$ cat src/rtl/data_sram_bridge.sv
// data_sram_bridge: turns the memory stage's single-cycle load/store into one
//   split-transaction SRAM-like bus access (addr_ok / data_ok), stalls the
//   pipeline while it is outstanding and holds the last load word for writeback.
// Latency: best case one stall cycle (accept in cycle 0, data_ok in cycle 1,
//   rd valid from cycle 2). Backpressure: stall is raised while the request
//   waits for addr_ok, waits for data_ok, or drains a flushed transfer.
// Ports:
//   clk, reset            - clock, synchronous active-high reset
//   ren, wen, addr, size,
//   wdata                 - memory-stage access request (held stable while stalled)
//   flush, stall_other    - kill of the memory-stage instruction / external stall
//   rd                    - registered load data for writeback
//   stall                 - pipeline freeze to the hazard unit
//   data_*                - SRAM-like data bus (request, accept, completion)
module data_sram_bridge (
  input  logic        clk,
  input  logic        reset,
  input  logic        ren,
  input  logic        wen,
  input  logic [31:0] addr,
  input  logic [1:0]  size,
  input  logic [31:0] wdata,
  input  logic        flush,
  input  logic        stall_other,
  output logic [31:0] rd,
  output logic        stall,
  output logic        data_req,
  output logic        data_wr,
  output logic [1:0]  data_size,
  output logic [31:0] data_addr,
  output logic [31:0] data_wdata,
  input  logic        data_addr_ok,
  input  logic        data_data_ok,
  input  logic [31:0] data_rdata
);

  typedef enum logic [2:0] {
    S_IDLE  = 3'd0,
    S_REQ   = 3'd1,
    S_WAIT  = 3'd2,
    S_DONE  = 3'd3,
    S_DRAIN = 3'd4
  } state_t;

  state_t      state_q, state_d;
  logic [31:0] rd_q, rd_d;
  // Remembers whether the transaction in flight is a load, so the capture
  // decision does not depend on the stage inputs at data_ok time.
  logic        load_q, load_d;
  logic        access;

  assign access = (ren | wen) & ~flush;

  // Address/data/size pass straight through: the stage is frozen while the
  // request is pending, so these are stable for the whole handshake.
  assign data_wr    = wen;
  assign data_size  = size;
  assign data_addr  = addr;
  assign data_wdata = wdata;
  assign rd         = rd_q;

  always_ff @(posedge clk) begin
    if (reset) begin
      state_q <= S_IDLE;
      rd_q    <= 32'h0;
      load_q  <= 1'b0;
    end else begin
      state_q <= state_d;
      rd_q    <= rd_d;
      load_q  <= load_d;
    end
  end

  always_comb begin
    state_d  = state_q;
    rd_d     = rd_q;
    load_d   = load_q;
    data_req = 1'b0;
    stall    = 1'b0;

    case (state_q)
      S_IDLE: begin
        if (access) begin
          data_req = 1'b1;
          stall    = 1'b1;
          load_d   = ren;
          state_d  = data_addr_ok ? S_WAIT : S_REQ;
        end
      end

      S_REQ: begin
        // Dropping an unaccepted request on flush is legal on this bus.
        data_req = 1'b1;
        stall    = 1'b1;
        if (flush) begin
          state_d = S_IDLE;
        end else if (data_addr_ok) begin
          state_d = S_WAIT;
        end
      end

      S_WAIT: begin
        if (data_data_ok) begin
          // Completing cycle releases the stall so the stage advances together
          // with the capture; rd is then valid when it reaches writeback.
          if (flush) begin
            state_d = S_IDLE;
          end else begin
            if (load_q) begin
              rd_d = data_rdata;
            end
            state_d = stall_other ? S_DONE : S_IDLE;
          end
        end else begin
          stall = 1'b1;
          if (flush) begin
            state_d = S_DRAIN;
          end
        end
      end

      S_DONE: begin
        // Access already completed; the stage is still held by someone else
        // and still presents the same request, which must not be reissued.
        if (!stall_other || flush) begin
          state_d = S_IDLE;
        end
      end

      S_DRAIN: begin
        // The bus still owes a data_ok for the killed access; absorb it.
        stall = 1'b1;
        if (data_data_ok) begin
          state_d = S_IDLE;
        end
      end

      default: begin
        state_d = S_IDLE;
      end
    endcase
  end

endmodule
$ cat config.mk
export PLATFORM = sky130hd
export DESIGN_NAME = data_sram_bridge
export DESIGN_NICKNAME = d
export VERILOG_FILES = /design/src/rtl/data_sram_bridge.sv
export SDC_FILE = /design/constraint.sdc
export NUM_CORES = 1
export LEC_CHECK = 0
export BUFFER_PORTS_ARGS = -buffer_cell sky130_fd_sc_hd__buf_2
export CORE_ASPECT_RATIO = 1.1
export CORE_MARGIN = 10
export CORE_UTILIZATION = 36
export CTS_BUF_LIST = sky130_fd_sc_hd__clkbuf_4
export CTS_CLUSTER_DIAMETER = 80
export DETAILED_ROUTE_END_ITERATION = 10
export PLACE_DENSITY = 0.82
export SETUP_SLACK_MARGIN = 0.15
export SLEW_MARGIN = 20
export SYNTH_ARGS = -nofsm -noshare
export SYNTH_HDL_FRONTEND = slang
export SYNTH_SLANG_ARGS = --single-unit
$ cat constraint.sdc
create_clock -name clk -period 1.9 [get_ports clk]
set_input_delay 0.095 -clock clk [delete_from_list [all_inputs] [get_ports clk]]
set_output_delay 0.095 -clock clk [all_outputs]
set_load 0.01 [all_outputs]
==> results of run 1 <==
==> worst paths after layout <==
| path | start | endpoint | slack [ns] | cells past startpoint |
|---|---|---|---|---|
| setup / recovery | state_q[0]$_SDFFE_PP0P_ | stall | 0.32 | 5 |
| hold / removal | data_rdata[6] | rd[6]$_SDFFE_PP0P_ | 0.03 | 3 |
| setup reg to reg | state_q[0]$_SDFFE_PP0P_ | state_q[0]$_SDFFE_PP0P_ | 0.35 | 4 |
| hold reg to reg | rd[10]$_SDFFE_PP0P_ | rd[10]$_SDFFE_PP0P_ | 0.46 | 2 |
==> where the power goes <==
part	switching (W)	leakage [nW]	total, W	internal, W
logic	0.000112	0.655	0.000251	0.000139
clock network	0.000251	0.0457	0.000541	0.000290
registers	0.0000233	0.291	0.000792	0.000768
==> registers in the layout, summed over array words and instances (netlist names) <==
name / flops
load_q: 1
rd: 32
state_q: 3
==> stage by stage <==
stage / util [%] / instance area [um2] / hold slack [ns]
floorplan: - / 1980 / 0.231
global placement: 35.4 / 1900 / 0.190
detailed placement: 35.4 / 1900 / 0.190
CTS: 42.7 / 2290 / 0.000608
global route: 42.8 / 2290 / 0.00912
finish: 42.8 / 2290 / 0.0305
==> worst max-delay path, delay by kind of cell (launching register included) <==
| kind | cells | cell delay (ns) |
|---|---|---|
| simple gates | 2 | 0.38 |
| compound gates | 2 | 0.22 |
| flops | 1 | 0.41 |
| buf+inv | 1 | 0.16 |
==> final cells by class <==
cell class,instances,area share [%]
well taps,75,4.09
diodes,1,0.109
clock inverters,2,1.53
repair buffers,110,31.3
inverters,2,0.328
multi-input cells,133,29.1
clock buffers,6,1.97
flip-flops and latches,36,31.5
==> cell families after synthesis <==
kind of cell / count (synthesis)
mux: 1
compound gates: 47
flops: 36
simple gates: 85
buf+inv: 81
==> metal layers <==
layer  GRT usage [%]  vias up  part of all wire (%)
met4            12.0        0                   9.1
met2            18.4       93                    46
met3            4.75       46                    10
li1                -      812                     -
met5               0        -                     0
met1            10.9      741                    35
==> repair_timing <==
| item | CTS | global route |
|---|---|---|
| hold buffers | 31 | 0 |
| gates resized for setup | 0 | 1 |
| hold endpoints to repair | 31 | 0 |
| endpoints found under the setup margin | 0 | 1 |
==> cells in the final DEF, fill, tap and decap left out, types with 2 or more instances in the layout <==
cell type	n
nor2_1	6
nor2b_1	2
a21oi_1	35
nand2_1	67
dfxtp_1	35
inv_1	2
buf_2	74
o21ai_0	2
buf_4	5
clkbuf_4	6
dlygate4sd3_1	31
==> results.tsv, run 1 <==
metric	value	unit
top cell type's share of synthesized area	36.4	%
Mean Syn Cell Area	7.91	um2
aggregate routed wire length	5.47	mm
IO Count	207	
Synth Area in XOR/XNOR	0	%
Max transition margin	73.9	%
placed insts	325	
Die Height	97.7	um
Async S/R FF share, synth	0	%
vias in the first global route	1652	
final std cells w/o fill	365	
clk_lat worst skew	0.33	ns
CTS tree	built	
sum of negative setup slack	0	ns
mux contribution to synthesized area	0.759	%
compound-gate portion of the synthesized area	14.4	%
post-route worst setup slack	0.317	ns
num rows	28	
Cell Pwr Density	691	mW/mm2
commonest cells in the netlist	68 x buf_4, 67 x nand2_1, 36 x dfxtp_1, 35 x a21oi_1, 7 x clkbuf_1	
GP Congestion	0.686	
CP endpoint kind	output pin	
setup bufs post-CTS	0	
Distinct cells, synth	31	
share of the yosys chip area belonging to registers	36.4	%
status	finished clean	
hpwl dp	3.83	mm
Longest Clk Path Bufs	2	
Post-Synth Adder-Cell Area	0	%
final clock skew	0.0110	ns
RSZ-0062 raised after global routing	false	
final hold violation count	0	
Slew @ Worst Pin	0.390	ns
post-layout net count	394	
CP cell instances	or2_4 > nand2_1 > o31ai_1 > o22ai_1 > buf_2	
Synth Flop Type	dfxtp_1	
Residual DRC	0	
Register Area	722	um2
worst vdd ir	0.000364	V
DP Worst Slack	0.282	ns
remaining global-route overflow	0	
critical path class	flip-flop to output pin	
post-route minimum period	1.58	ns
share of cells above drive strength 1	33.2	%
Wirelength per Cell	15.0	um
max-cap violation count	0	
die area	0.00886	mm2
Yosys top cell by area	dfxtp_1	
post-route ant nets	0	
core area	0.00536	mm2
Initial DRT Pass Iterations	4	
Post-Syn Area	0.00198	mm2
Max stage delay on crit path	0.41	ns
area delta synth->final	15.9	%
Total GRT Usage	11.6	%
Vias	1692	
Seq cells post-synth	36	
largest family of logic cells by synthesized area	buffers and inverters	
Pleak	0.991	nW
CP max FO	12	
most frequent cell after synthesis	buf_4	
worst path required time	1.80	ns
Slowest-stage cell, CP	dfxtp_2	
CTS root buffer	clkbuf_4	
Die Width	90.7	um
DR vias/cell	4.64	
Hold WC Path Type	input port to flip-flop	
fillers	538	
Setup Viol. Count Final	0	
Area contributors post-synth	dfxtp_1 36%, buf_4 26%, nand2_1 13%	
synthesized instance count	250	
EDFF count, synth	0	
largest net degree at the start of global routing	25	
CP Launch Type	flip-flop	
initial antenna violation count	1	
Post-Synth Simple-Gate Area	18.6	%
final worst path period share	83.3	%
CTS sink cnt	36	
Achievable Freq	632	MHz
drt first-iter violations	81	
H-tree levels	2	
Worst EP arrival	1.49	ns
area of the multi-input gates	668	um2
CTS clk-pin slew, worst paths	0.12	ns
first-pass GRT wire length	8.40	mm
clock buffer count from CTS	5	
initial core utilization	36.9	%
YS warnings	0	
IO buf count	74	
Post-Syn Nets	356	
fin. max-slew vios	0	
total power	0.00158	W
Power figures use the tool's default switching activity.
==> inputs of run 2 (changes only) <==
- ABC_AREA: default -> 1
- PLACE_DENSITY: 0.82 -> 0.83
- clock period: 1.9 -> 1.5 ns (I/O delays scaled with it)
==> run 2 against run 1 <==
  * Synthesized area is 1.8% lower
  * Die area shrank 1.4%
  * First-iteration DRC count down 40%
  * Critical path depth increased by 3
==> results.tsv, run 2 <==
metric	value	unit	change
Worst EP arrival	1.34	ns	-0.15 ns
status	finished clean		
synthesized instance count	267		+6.8%
hpwl dp	3.62	mm	-5.5%
drt first-iter violations	49		-40%
Max transition margin	78.2	%	+4.3 points
compound-gate portion of the synthesized area	9.15	%	-5.3 points
n_diodes	0		-1
GP Congestion	0.815		+19%
die area	0.00874	mm2	-1.4%
initial antenna violation count	0		-1
IO Count	207		unchanged
max reg flops	32		unchanged
H-tree levels	2		unchanged
Yosys top cell by area	dfxtp_1		
final hold violation count	0		unchanged
Slowest-stage cell, CP	dfxtp_2		
commonest cells in the netlist	83 x nor2_1, 68 x buf_4, 36 x dfxtp_1, 34 x o21ai_0, 14 x nand2_1		
Post-Synth Simple-Gate Area	22.0	%	+3.4 points
Distinct cells, synth	15		-52%
final clock skew	0.00830	ns	-0.00266 ns
Synth Flop Type	dfxtp_1		
final worst path period share	94.2	%	
initial core utilization	38.1	%	+1.2 points
remaining global-route overflow	0		unchanged
critical path class	flip-flop to output pin		
Pleak	1.18	nW	+19%
post-layout net count	421		+6.9%
sum of negative setup slack	0	ns	unchanged
YS warnings	0		unchanged
most frequent cell after synthesis	nor2_1		
largest net degree at the start of global routing	37		+48%
Residual DRC	0		unchanged
Longest Clk Path Bufs	2		unchanged
crit-path leading delay family	flip-flops		
vias in the first global route	1607		-2.7%
Seq cells post-synth	36		unchanged
fin. max-slew vios	0		unchanged
CTS tree	built		
post-route worst setup slack	0.0872	ns	-0.229 ns
core area	0.00510	mm2	-4.8%
most common cell after layout, fill and taps aside	nor2_1		
worst path required time	1.42	ns	-0.38 ns
Post-Syn Area	0.00194	mm2	-1.8%
Hold WC Path Type	input port to flip-flop		
share of cells above drive strength 1	33.5	%	+0.33 points
Post-Syn Nets	373		+4.8%
Async S/R FF share, synth	0	%	unchanged
IO buf count	74		unchanged
Max stage delay on crit path	0.34	ns	-0.07 ns
Slew @ Worst Pin	0.327	ns	-0.0631 ns
CP Launch Type	flip-flop		
Die Height	97.0	um	-0.73%
aggregate routed wire length	5.53	mm	+0.99%
Die Width	90.0	um	-0.72%
clk_lat worst skew	0.33	ns	about the same
CP max FO	3		-9
CP endpoint kind	output pin		
top cell type's share of synthesized area	37.1	%	+0.68 points
Cell Pwr Density	1140	mW/mm2	+65%
share of the yosys chip area belonging to registers	37.1	%	+0.68 points
RSZ-0062 raised after global routing	true		
Initial DRT Pass Iterations	4		unchanged
total power	0.00278	W	+76%
post-route ant nets	0		unchanged
crit-path most repeated cell	inv_1		
Mean Syn Cell Area	7.27	um2	-8.1%
EDFF count, synth	0		unchanged
DP Worst Slack	0.185	ns	-0.0971 ns
clock buffer count from CTS	5		unchanged
Vias	1740		+2.8%
post-route minimum period	1.41	ns	
Setup Viol. Count Final	0		unchanged
Post-Synth Adder-Cell Area	0	%	unchanged
Synth Area in XOR/XNOR	0	%	unchanged
Wirelength per Cell	14.2	um	-5.0%
worst vdd ir	0.000555	V	+52%
CTS root buffer	clkbuf_4		
Crit path buffers/inverters	4		+3
Achievable Freq	708	MHz	
fillers	477		-11%
largest family of logic cells by synthesized area	buffers and inverters		
Total GRT Usage	11.7	%	+0.11 points
CP cell instances	inv_2 > nand2_2 > nor2_2 > inv_1 > nor2_1 > inv_1 > nand4_1 > buf_2		
first-pass GRT wire length	8.31	mm	-1.1%
max-cap violation count	0		unchanged
mux contribution to synthesized area	0	%	-0.76 points
DR vias/cell	4.48		-3.3%
commonest non-fill, non-tap cells in the layout	80 x nor2_1, 74 x buf_2, 33 x dlygate4sd3_1, 33 x dfxtp_1, 18 x o21ai_0		
CTS sink cnt	36		unchanged
num rows	27		-3.6%
area delta synth->final	26.0	%	
CTS clk-pin slew, worst paths	0.12	ns	about the same
Area contributors post-synth	dfxtp_1 37%, buf_4 26%, nor2_1 16%		
run 2: changes by cell type in the layout (fill, tap and decap cells not counted), sizes merged, moves of 10 or more:
cell,before,now
o21ai,3,34
inv,2,12
nand2,68,14
a21oi,35,0
nor2,7,83
run 2: final timing paths:
path | start | end | slack, ns | depth (start not counted)
max | state_q[2]$_SDFFE_PP0P_ | stall | 0.09 | 8
max reg2reg | state_q[1]$_SDFFE_PP0P_ | rd[18]$_SDFFE_PP0P_ | 0.15 | 7
min reg2reg | rd[24]$_SDFFE_PP0P_ | rd[24]$_SDFFE_PP0P_ | 0.48 | 2
min | data_addr_ok | state_q[0]$_SDFFE_PP0P_ | 0.10 | 5
run 2: repair_timing:
| action | in CTS | in global routing |
|---|---|---|
| hold endpoints to repair | 33 | 0 |
| setup endpoints to repair | 2 | 37 |
| buffers inserted | 5 | 0 |
| resized for setup | 5 | 30 |
| gates cloned | 0 | 1 |
| pin swaps | 3 | 2 |
| hold buffers | 33 | 0 |
run 2: routing by layer:
metal  wire [um]  global-route usage (%)
met5           0                       0
met4         311                    8.27
met3         576                    6.40
met2        2530                    18.6
met1        2110                    11.5
run 2: tightest hold or removal path: cells and delay by family:
kind,cells,cell delay [ns]
and+or+nand+nor,3,0.13
AOI/OAI and AO/OA,1,0.12
buffers and inverters,1,0.10
run 2: logic make-up after synthesis:
kind of cell,Yosys count
simple gates,107
flops,36
buf+inv,89
compound gates,35
run 2: stage by stage:
stage	hold WS, ns	cell area (um2)	utilization (%)	cells
2_1_floorplan	0.210	1940	-	267
3_3_place_gp	0.150	1870	36.6	341
3_5_place_dp	0.150	1870	36.6	341
4_1_cts	0.0868	2370	46.5	387
5_1_grt	0.133	2450	48.0	388
6_report	0.102	2450	48.0	388
run 2: cell type report:
type | instances | area [um2] | area share, %
Timing Repair Buffer | 118 | 833 | 34.0
Clock inverter | 3 | 90.1 | 3.68
Multi-Input combinational cell | 142 | 624 | 25.5
Sequential cell | 36 | 724 | 29.6
Clock buffer | 5 | 37.5 | 1.53
Inverter | 12 | 47.5 | 1.94
Tap cell | 72 | 90.1 | 3.68
run 2: report_power, final:
group	internal (W)	leakage (nW)	total, W	switching [W]
Clock	0.000687	0.0654	0.00101	0.000328
Combinational	0.000336	0.819	0.000698	0.000362
Sequential	0.00102	0.292	0.00107	0.0000506
Total	0.00204	1.18	0.00278	0.000741
==> inputs of run 3 (changes only) <==
- RECOVER_POWER: default -> 50
==> run 3 against run 2 <==
  * Fmax did not move
  * Cell count is the same
  * First-iteration DRC count unchanged
  * Hold slack hardly changed
  * Clock power barely moved
  * Clock skew did not move
  * Die area unchanged
  * Count of clock-buffer cells in the layout is the same
  * Utilization hardly changed
  * Sequential power about the same
  * Sequential share of layout area about the same
  * Critical endpoint unchanged
  * Largest power group unchanged
  * Highest routed layer unchanged
==> results.tsv, run 3 (synthesis results as in run 2) <==
metric	value	unit	change
CP max FO	3		unchanged
Setup Viol. Count Final	0		unchanged
commonest non-fill, non-tap cells in the layout	80 x nor2_1, 72 x buf_2, 33 x dlygate4sd3_1, 33 x dfxtp_1, 18 x o21ai_0		
worst path required time	1.42	ns	about the same
Critical R2R Capture	rd[18]$_SDFFE_PP0P_		
CTS tree	built		
Placed Area	0.00187	mm2	unchanged
critical path class	flip-flop to output pin		
post-layout net count	421		unchanged
post-route ant nets	0		unchanged
IO buf count	74		unchanged
area of the multi-input gates	624	um2	unchanged
WHS Path Cells	5		unchanged
top layer in use	met4		
final worst path period share	94.2	%	unchanged
share of cells above drive strength 1	32.9	%	-0.63 points
initial core utilization	38.1	%	unchanged
fillers	478		+0.21%
R2R setup slack	0.15	ns	about the same
Die Height	97.0	um	unchanged
Max stage delay on crit path	0.34	ns	about the same
Pleak	1.17	nW	-0.61%
clock buffer count from CTS	5		unchanged
Initial DRT Pass Iterations	4		unchanged
core area	0.00510	mm2	unchanged
sum of negative setup slack	0	ns	unchanged
drt first-iter violations	49		unchanged
Longest Clk Path Bufs	2		unchanged
max reg flops	32		unchanged
crit-path leading delay family	flip-flops		
fin. max-slew vios	0		unchanged
final hold slack	0.102	ns	-0.000467 ns
worst vdd ir	0.000555	V	about the same
clk_lat worst skew	0.33	ns	about the same
H-tree levels	2		unchanged
aggregate routed wire length	5.53	mm	about the same
IO Count	207		unchanged
crit-path most repeated cell	inv_1		
Register Area	724	um2	unchanged
post-route minimum period	1.41	ns	unchanged
initial antenna violation count	0		unchanged
status	finished clean		
CP cell instances	inv_2 > nand2_2 > nor2_2 > inv_1 > nor2_1 > inv_1 > nand4_1 > buf_2		
most common cell after layout, fill and taps aside	nor2_1		
CTS root buffer	clkbuf_4		
Max transition margin	78.2	%	about the same
Finished Core Util	47.9	%	-0.049 points
Worst EP arrival	1.34	ns	about the same
vias in the first global route	1607		unchanged
CP endpoint kind	output pin		
CP Launch Type	flip-flop		
Hold WC Path Type	input port to flip-flop		
die area	0.00874	mm2	unchanged
metal2 WL	2.53	mm	about the same
Hold Path Sink	state_q[0]$_SDFFE_PP0P_		
Hold Path Origin	data_addr_ok		
max-cap violation count	0		unchanged
Die Width	90.0	um	unchanged
M1 WL	2.11	mm	about the same
Crit Reg-Reg Startpoint	state_q[1]$_SDFFE_PP0P_		
final clock skew	0.00830	ns	unchanged
Slew @ Worst Pin	0.327	ns	-0.000360 ns
Vias	1741		+0.057%
final hold violation count	0		unchanged
GP Congestion	0.815		unchanged
Cell Pwr Density	1140	mW/mm2	about the same
Slowest-stage cell, CP	dfxtp_2		
Stages on worst setup path	8		unchanged
hpwl dp	3.62	mm	unchanged
CTS sink cnt	36		unchanged
remaining global-route overflow	0		unchanged
Wirelength per Cell	14.2	um	about the same
DR vias/cell	4.49		about the same
n_diodes	0		unchanged
Residual DRC	0		unchanged
CTS clk-pin slew, worst paths	0.12	ns	about the same
num rows	27		unchanged
cell area after layout	0.00244	mm2	-0.10%
Crit path buffers/inverters	4		unchanged
Total GRT Usage	11.7	%	unchanged
Achievable Freq	708	MHz	unchanged
R2R cell count	7		unchanged
met3 wire len	576	um	unchanged
first-pass GRT wire length	8.31	mm	unchanged
area delta synth->final	25.9	%	
RSZ-0062 raised after global routing	true		
largest net degree at the start of global routing	37		unchanged
[run 3: cell types whose count changed in the layout (fill, tap and decap cells not counted)]
cell and change:
buf_2 -2, clkbuf_1 +2
[run 3: repair_timing]
action | CTS | global route
endpoints found under the setup margin | 2 | 37
pin swaps | 3 | 2
setup buffers | 5 | 0
gates cloned | 0 | 1
endpoints found under the hold margin | 33 | 0
gates resized for setup | 5 | 30
hold buffers | 33 | 0
[run 3: stage by stage]
stage          worst slack [ns]  total power, W  cells
6_report                 0.0872         0.00278    388
5_1_grt                  0.0118         0.00293    388
4_1_cts                  0.0338         0.00278    387
3_5_place_dp              0.185         0.00160    341
3_3_place_gp              0.232         0.00158    341
2_1_floorplan             0.316         0.00162    267
[run 3: worst max-delay path by stage]
stage          slack, ns                 endpoint                    start
6_report            0.09                    stall  state_q[2]$_SDFFE_PP0P_
5_1_grt             0.01                    stall  state_q[2]$_SDFFE_PP0P_
4_1_cts             0.03                    stall  state_q[1]$_SDFFE_PP0P_
3_5_place_dp        0.18  state_q[2]$_SDFFE_PP0P_  state_q[2]$_SDFFE_PP0P_
3_3_place_gp        0.23  state_q[2]$_SDFFE_PP0P_  state_q[2]$_SDFFE_PP0P_
2_1_floorplan       0.32       rd[0]$_SDFFE_PP0P_  state_q[0]$_SDFFE_PP0P_
[run 3: power breakdown]
group | switching (W) | internal [W]
clock network | 0.000328 | 0.000687
logic | 0.000362 | 0.000335
registers | 0.0000506 | 0.00102
total | 0.000741 | 0.00204
[run 3: worst min-delay path: cells and delay by family]
| kind | cells | cell delay [ns] |
|---|---|---|
| simple gates | 3 | 0.13 |
| compound gates | 1 | 0.12 |
| buf+inv | 1 | 0.10 |
[run 3: metal layers]
metal  GRT usage, %  vias up
met5              0        -
met4           8.27        0
met3           6.40       34
met2           18.6       88
met1           11.5      757
li1               -      862
[run 3: cell type report]
class	count	share of cell area, %
Tap cell	72	3.68
Sequential cell	36	29.6
Clock buffer	5	1.54
Multi-Input combinational cell	142	25.5
Timing Repair Buffer	118	34.0
Clock inverter	3	3.68
Inverter	12	1.94
